`src/rtl/uart_tx_beacon.sv`:
```
// Repeating 8N1 UART beacon: sends TX_BYTE, idles GAP_CYCLES, repeats forever.
// Define TX_PARITY_EN to insert an even-parity bit between data and stop.
module uart_tx_beacon #(
  parameter int          CLK_HZ       = 12000000,
  parameter int          BAUD         = 115200,
  parameter int          CLKS_PER_BIT = CLK_HZ / BAUD,
  parameter logic [7:0]  TX_BYTE      = 8'h9A,
  parameter int          GAP_CYCLES   = 1000
) (
  input  logic clk,
  input  logic rst_n,
  output logic tx_done,
  output logic test_pin,
  output logic tx_pin
);

  localparam int BIT_W = (CLKS_PER_BIT > 2) ? $clog2(CLKS_PER_BIT) : 1;
  localparam int GAP_W = $clog2(GAP_CYCLES + 1);
  localparam logic [BIT_W-1:0] BIT_LAST = BIT_W'(CLKS_PER_BIT - 1);
  localparam logic [GAP_W-1:0] GAP_LAST = GAP_W'(GAP_CYCLES);

  typedef enum logic [2:0] {
    S_GAP,
    S_START,
    S_DATA,
`ifdef TX_PARITY_EN
    S_PARITY,
`endif
    S_STOP
  } state_t;

  state_t           state_q, state_d;
  logic [BIT_W-1:0] bit_cnt_q, bit_cnt_d;
  logic [GAP_W-1:0] gap_cnt_q, gap_cnt_d;
  logic [2:0]       idx_q, idx_d;
  logic [7:0]       shift_q, shift_d;
  logic             tx_q, tx_d;
  logic             done_q, done_d;
  logic             tick_q, tick_d;
  logic             bit_end;

  always_ff @(posedge clk) begin
    if (!rst_n) begin
      state_q   <= S_GAP;
      bit_cnt_q <= '0;
      gap_cnt_q <= '0;
      idx_q     <= '0;
      shift_q   <= '0;
      tx_q      <= 1'b1;
      done_q    <= 1'b0;
      tick_q    <= 1'b0;
    end else begin
      state_q   <= state_d;
      bit_cnt_q <= bit_cnt_d;
      gap_cnt_q <= gap_cnt_d;
      idx_q     <= idx_d;
      shift_q   <= shift_d;
      tx_q      <= tx_d;
      done_q    <= done_d;
      tick_q    <= tick_d;
    end
  end

  always_comb begin
    state_d   = state_q;
    bit_cnt_d = bit_cnt_q;
    gap_cnt_d = gap_cnt_q;
    idx_d     = idx_q;
    shift_d   = shift_q;
    tx_d      = tx_q;
    done_d    = 1'b0;
    bit_end   = (bit_cnt_q == BIT_LAST);

    if (state_q != S_GAP) begin
      bit_cnt_d = bit_end ? '0 : bit_cnt_q + 1'b1;
    end

    case (state_q)
      S_GAP: begin
        tx_d = 1'b1;
        if (gap_cnt_q == GAP_LAST) begin
          state_d   = S_START;
          tx_d      = 1'b0;
          bit_cnt_d = '0;
          gap_cnt_d = '0;
          idx_d     = '0;
          shift_d   = TX_BYTE;
        end else begin
          gap_cnt_d = gap_cnt_q + 1'b1;
        end
      end
      S_START: begin
        if (bit_end) begin
          state_d = S_DATA;
          tx_d    = shift_q[0];
          shift_d = {1'b0, shift_q[7:1]};
        end
      end
      S_DATA: begin
        if (bit_end) begin
          if (idx_q == 3'd7) begin
`ifdef TX_PARITY_EN
            state_d = S_PARITY;
            tx_d    = ^TX_BYTE;
`else
            state_d = S_STOP;
            tx_d    = 1'b1;
`endif
          end else begin
            idx_d   = idx_q + 1'b1;
            tx_d    = shift_q[0];
            shift_d = {1'b0, shift_q[7:1]};
          end
        end
      end
`ifdef TX_PARITY_EN
      S_PARITY: begin
        if (bit_end) begin
          state_d = S_STOP;
          tx_d    = 1'b1;
        end
      end
`endif
      S_STOP: begin
        if (bit_end) begin
          // The tx_done cycle is already the first idle cycle of the gap.
          state_d   = S_GAP;
          tx_d      = 1'b1;
          done_d    = 1'b1;
          gap_cnt_d = GAP_W'(1);
        end
      end
      default: begin
        state_d   = S_GAP;
        tx_d      = 1'b1;
        bit_cnt_d = '0;
        gap_cnt_d = '0;
      end
    endcase

    tick_d = (state_d != S_GAP) && (bit_cnt_d == '0);
  end

  assign tx_pin   = tx_q;
  assign tx_done  = done_q;
  assign test_pin = tick_q;

endmodule

```
`config.mk`:
```
export PLATFORM = sky130hd
export DESIGN_NAME = uart_tx_beacon
export DESIGN_NICKNAME = d
export VERILOG_FILES = /design/src/rtl/uart_tx_beacon.sv
export SDC_FILE = /design/constraint.sdc
export NUM_CORES = 1
export LEC_CHECK = 0
export ABC_AREA = 1
export CORE_MARGIN = 10
export CORE_UTILIZATION = 25
export CTS_BUF_LIST = sky130_fd_sc_hd__clkbuf_16
export CTS_CLUSTER_DIAMETER = 200
export DETAILED_ROUTE_END_ITERATION = 8
export HOLD_SLACK_MARGIN = 0.12
export PLACE_DENSITY = 0.46
export SLEW_MARGIN = 0
export SYNTH_ARGS = -nofsm -noshare
export SYNTH_HDL_FRONTEND = slang
export SYNTH_SLANG_ARGS = --single-unit
```
`constraint.sdc`:
```
create_clock -name clk -period 1.7 [get_ports clk]
set_input_delay 0.34 -clock clk [delete_from_list [all_inputs] [get_ports clk]]
set_output_delay 0.34 -clock clk [all_outputs]
set_load 0.005 [all_outputs]
```
==> reports/results.ini <==
[grt]
grt_max_degree = 15
antenna_found_initial = 0
grt_pass1_wl_mm = 7.679
grt_util_all_layers_pct = 8.279
grt_pass1_vias = 1695
grt-ovfl-total = 0

[timing]
setup_viol = 0
hold_ws_ps = 478.1
clock_skew_ps = 3.244
final_max_slew_viol_count = 0
period_minus_slack_ps = 1573
fin_crit_sh_pct = 92.56
finalHoldViolCount = 0
clock.fmax_ghz = 0.6355

[synthesis]
synth_top_area_share_pct = 36.73
synth_cell_types = 27
syn_area_mm2 = 0.001853
ys_seq_elements = 34
yosys-top-cells-area = dfxtp_1 37%, nand2_1 17%, nor2_1 8.7%
syn-instance-count = 281
synth_top_cell_by_area = dfxtp_1
synth.most_common_cell = nand2_1
synth_warnings = 0
synth_common_cells = 82 x nand2_1, 43 x nor2_1, 38 x inv_1
synth_edf_count = 0
synth_area_per_cell_um2 = 6.594
seq_area_frac_synth_pct = 36.73
async_reset_ff_share_pct = 0
ys.flop_type = dfxtp_1
synth_nets = 288

[min_path]
hold_path_class = reg -> reg
min_to = idx_q[2]$_SDFFE_PN0P_
min_from = idx_q[2]$_SDFFE_PN0P_
hold_depth = 2

[placement]
port_buffers = 4
gp_congestion = 0.8068
dp_hpwl_mm = 3.204

[setup_path]
r2r_setup_slack_ps = 130
crit_family = adder cells
r2r_end = shift_q[5]$_SDFFE_PN0P_
start_kind = register
timing.rr.start = idx_q[0]$_SDFFE_PN0P_
cp_num_buf_inv = 1
end_kind = register
path_depth = 8
critPathKind = reg -> reg
crit_arrival_ps = 1790
worstRegToRegCells = 8
slowest_stage = dfxtp_1
path_max_fanout = 6
required_ps = 1920
slowest_delay_ps = 320
crit_path_start = idx_q[0]$_SDFFE_PN0P_
crit_chain = ha_1 > ha_1 > buf_4 > a21oi_2 > nand3_4 > nand2_1 > nand2_1 > nor2_1

[cts]
cts_max_level = 2
clk_pin_slew_ps = 50
cts_tree = yes
clock_sinks = 34
clock_latency_ps = 280
cts_buffers = 5
clk_path_buf_depth = 2
clockRootBuffer = clkbuf_16
cts_hold_buf = 0

[run_status]
outcome = completed

[power_and_ir_drop]
power_switching_share_pct = 22.80
ir_worst_vdd_v = 0.0002819
power_frac_comb_pct = 6.6
leakagePower_nw = 1.018
seqPwrFrac_pct = 45.7
switching_power_w = 0.0004096
power.share.clock_pct = 47.7
intPower_w = 0.001387
power.density_mw_per_mm2 = 777.8

[route]
wl_per_cell_um = 10.82
vias = 1706
antenna_left = 0
via_per_inst = 4.223
wl_mm = 4.370
drt_iter0_drc = 69
drc = 0
dr.pass1.iters = 4

[floorplanning]
start_util_pct = 25.69
row_count = 31
die_area_mm2 = 0.01126
die_h_um = 106.1
die_x_um = 106.1
ios = 5
core_area_mm2 = 0.007214

[layout]
nets = 311
final_layout_size_suffix_gt1_share_pct = 15.74
final_util_pct = 32.02
antenna_cells = 0
area_growth_syn_to_layout_pct = 24.65

[flow_run]
maxCapViolCount = 0

## metrics by stage
step / TNS (ps) / total power [W] / instances / worst slack, ps / cell area, um2
4_1_cts: 0 / 0.001827 / 402 / 26.68 / 2247
3_3_place_gp: 0 / 0.0009485 / 394 / 11.22 / 2105
5_1_grt: -4.816 / 0.001888 / 404 / -2.716 / 2310
3_5_place_dp: -303.3 / 0.0009485 / 394 / -50.28 / 2105
6_report: 0 / 0.001797 / 404 / 126.5 / 2310
2_1_floorplan: 0 / 0.0009079 / 281 / 209.5 / 1853
## per-layer routing
| metal | global-route usage [%] | vias up | routed length [um] |
|---|---|---|---|
| li1 | - | 927 | - |
| met1 | 10.14 | 752 | 2256 |
| met2 | 13.34 | 17 | 1902 |
| met3 | 2.295 | 10 | 120 |
| met4 | 3.482 | 0 | 91 |
| met5 | 0 | - | 0 |
## sequential cells by signal, summed over array words and instances (netlist names)
name and flops:
bit_cnt_q 7, gap_cnt_q 10, idx_q 3, shift_q 8, state_q 3, test_pin 1, tx_done 1, tx_pin 1
## area by class of cell
class	count	area, um2
clock buffers	5	125.1
clock inverters	3	12.51
fillers	803	4905
inverters	43	168.9
multi-input cells	203	1049
flip-flops and latches	34	680.7
well taps	99	123.9
repair buffers	17	150.1
## power groups by stage
| stage | combinational (W) | sequential (W) | clock (W) |
|---|---|---|---|
| floorplan | 0.0000696 | 0.000838 | 0 |
| global placement | 0.000110 | 0.000838 | 0 |
| detailed placement | 0.000111 | 0.000838 | 0 |
| CTS | 0.000111 | 0.000821 | 0.000896 |
| global route | 0.000137 | 0.000822 | 0.000929 |
| finish | 0.000118 | 0.000821 | 0.000858 |
## worst reg2reg max path: cells and delay by family, from the launching register on
family,cells,cell delay [ps]
fa+ha+maj,2,390
buf+inv,1,140
flops,1,320
simple gates,4,370
compound gates,1,290
## worst max path at each step
stage | end | slack [ps]
6_report | shift_q[5]$_SDFFE_PN0P_ | 130
5_1_grt | tx_pin$_SDFFE_PN1P_ | -3
4_1_cts | shift_q[5]$_SDFFE_PN0P_ | 30
3_5_place_dp | shift_q[2]$_SDFFE_PN0P_ | -50
3_3_place_gp | shift_q[2]$_SDFFE_PN0P_ | 10
2_1_floorplan | shift_q[0]$_SDFFE_PN0P_ | 210
## cells in the final DEF, fill, tap and decap left out, types with 2 or more instances in the layout
cell and count:
a21oi_1 14, nor3_2 2, inv_2 3, clkbuf_16 5, o21ai_1 2, buf_4 12
ha_1 4, inv_1 38, nor2_1 42, nand2_1 81, xor2_1 2, nor2_2 3
nand3_4 3, clkinv_1 2, a21oi_2 2, nand3_1 13, nand2_2 5, o21ai_0 9
nand4_1 8, nand3_2 4, dfxtp_1 34, clkdlybuf4s50_1 4
## timing repair
item                                    CTS  global route
gates cloned                              0             1
pin swaps                                 0             1
endpoints found under the setup margin   10            23
buffers inserted                          0             1
resized for setup                         1            13
## kinds of logic (layout without fill, tap and decap cells)
family | count (synthesis) | after routing | synth area share [%]
AO/OA/AOI/OAI | 29 | 29 | 8.643
XOR/XNOR | 2 | 2 | 0.9455
adder cells (fa/ha/maj) | 5 | 5 | 3.376
buffers and inverters | 45 | 68 | 9.790
flip-flops | 34 | 34 | 36.73
other | 1 | 1 | 0.2024
AND/OR/NAND/NOR | 165 | 166 | 40.31
No activity file was read; power rests on OpenSTA's default activity.
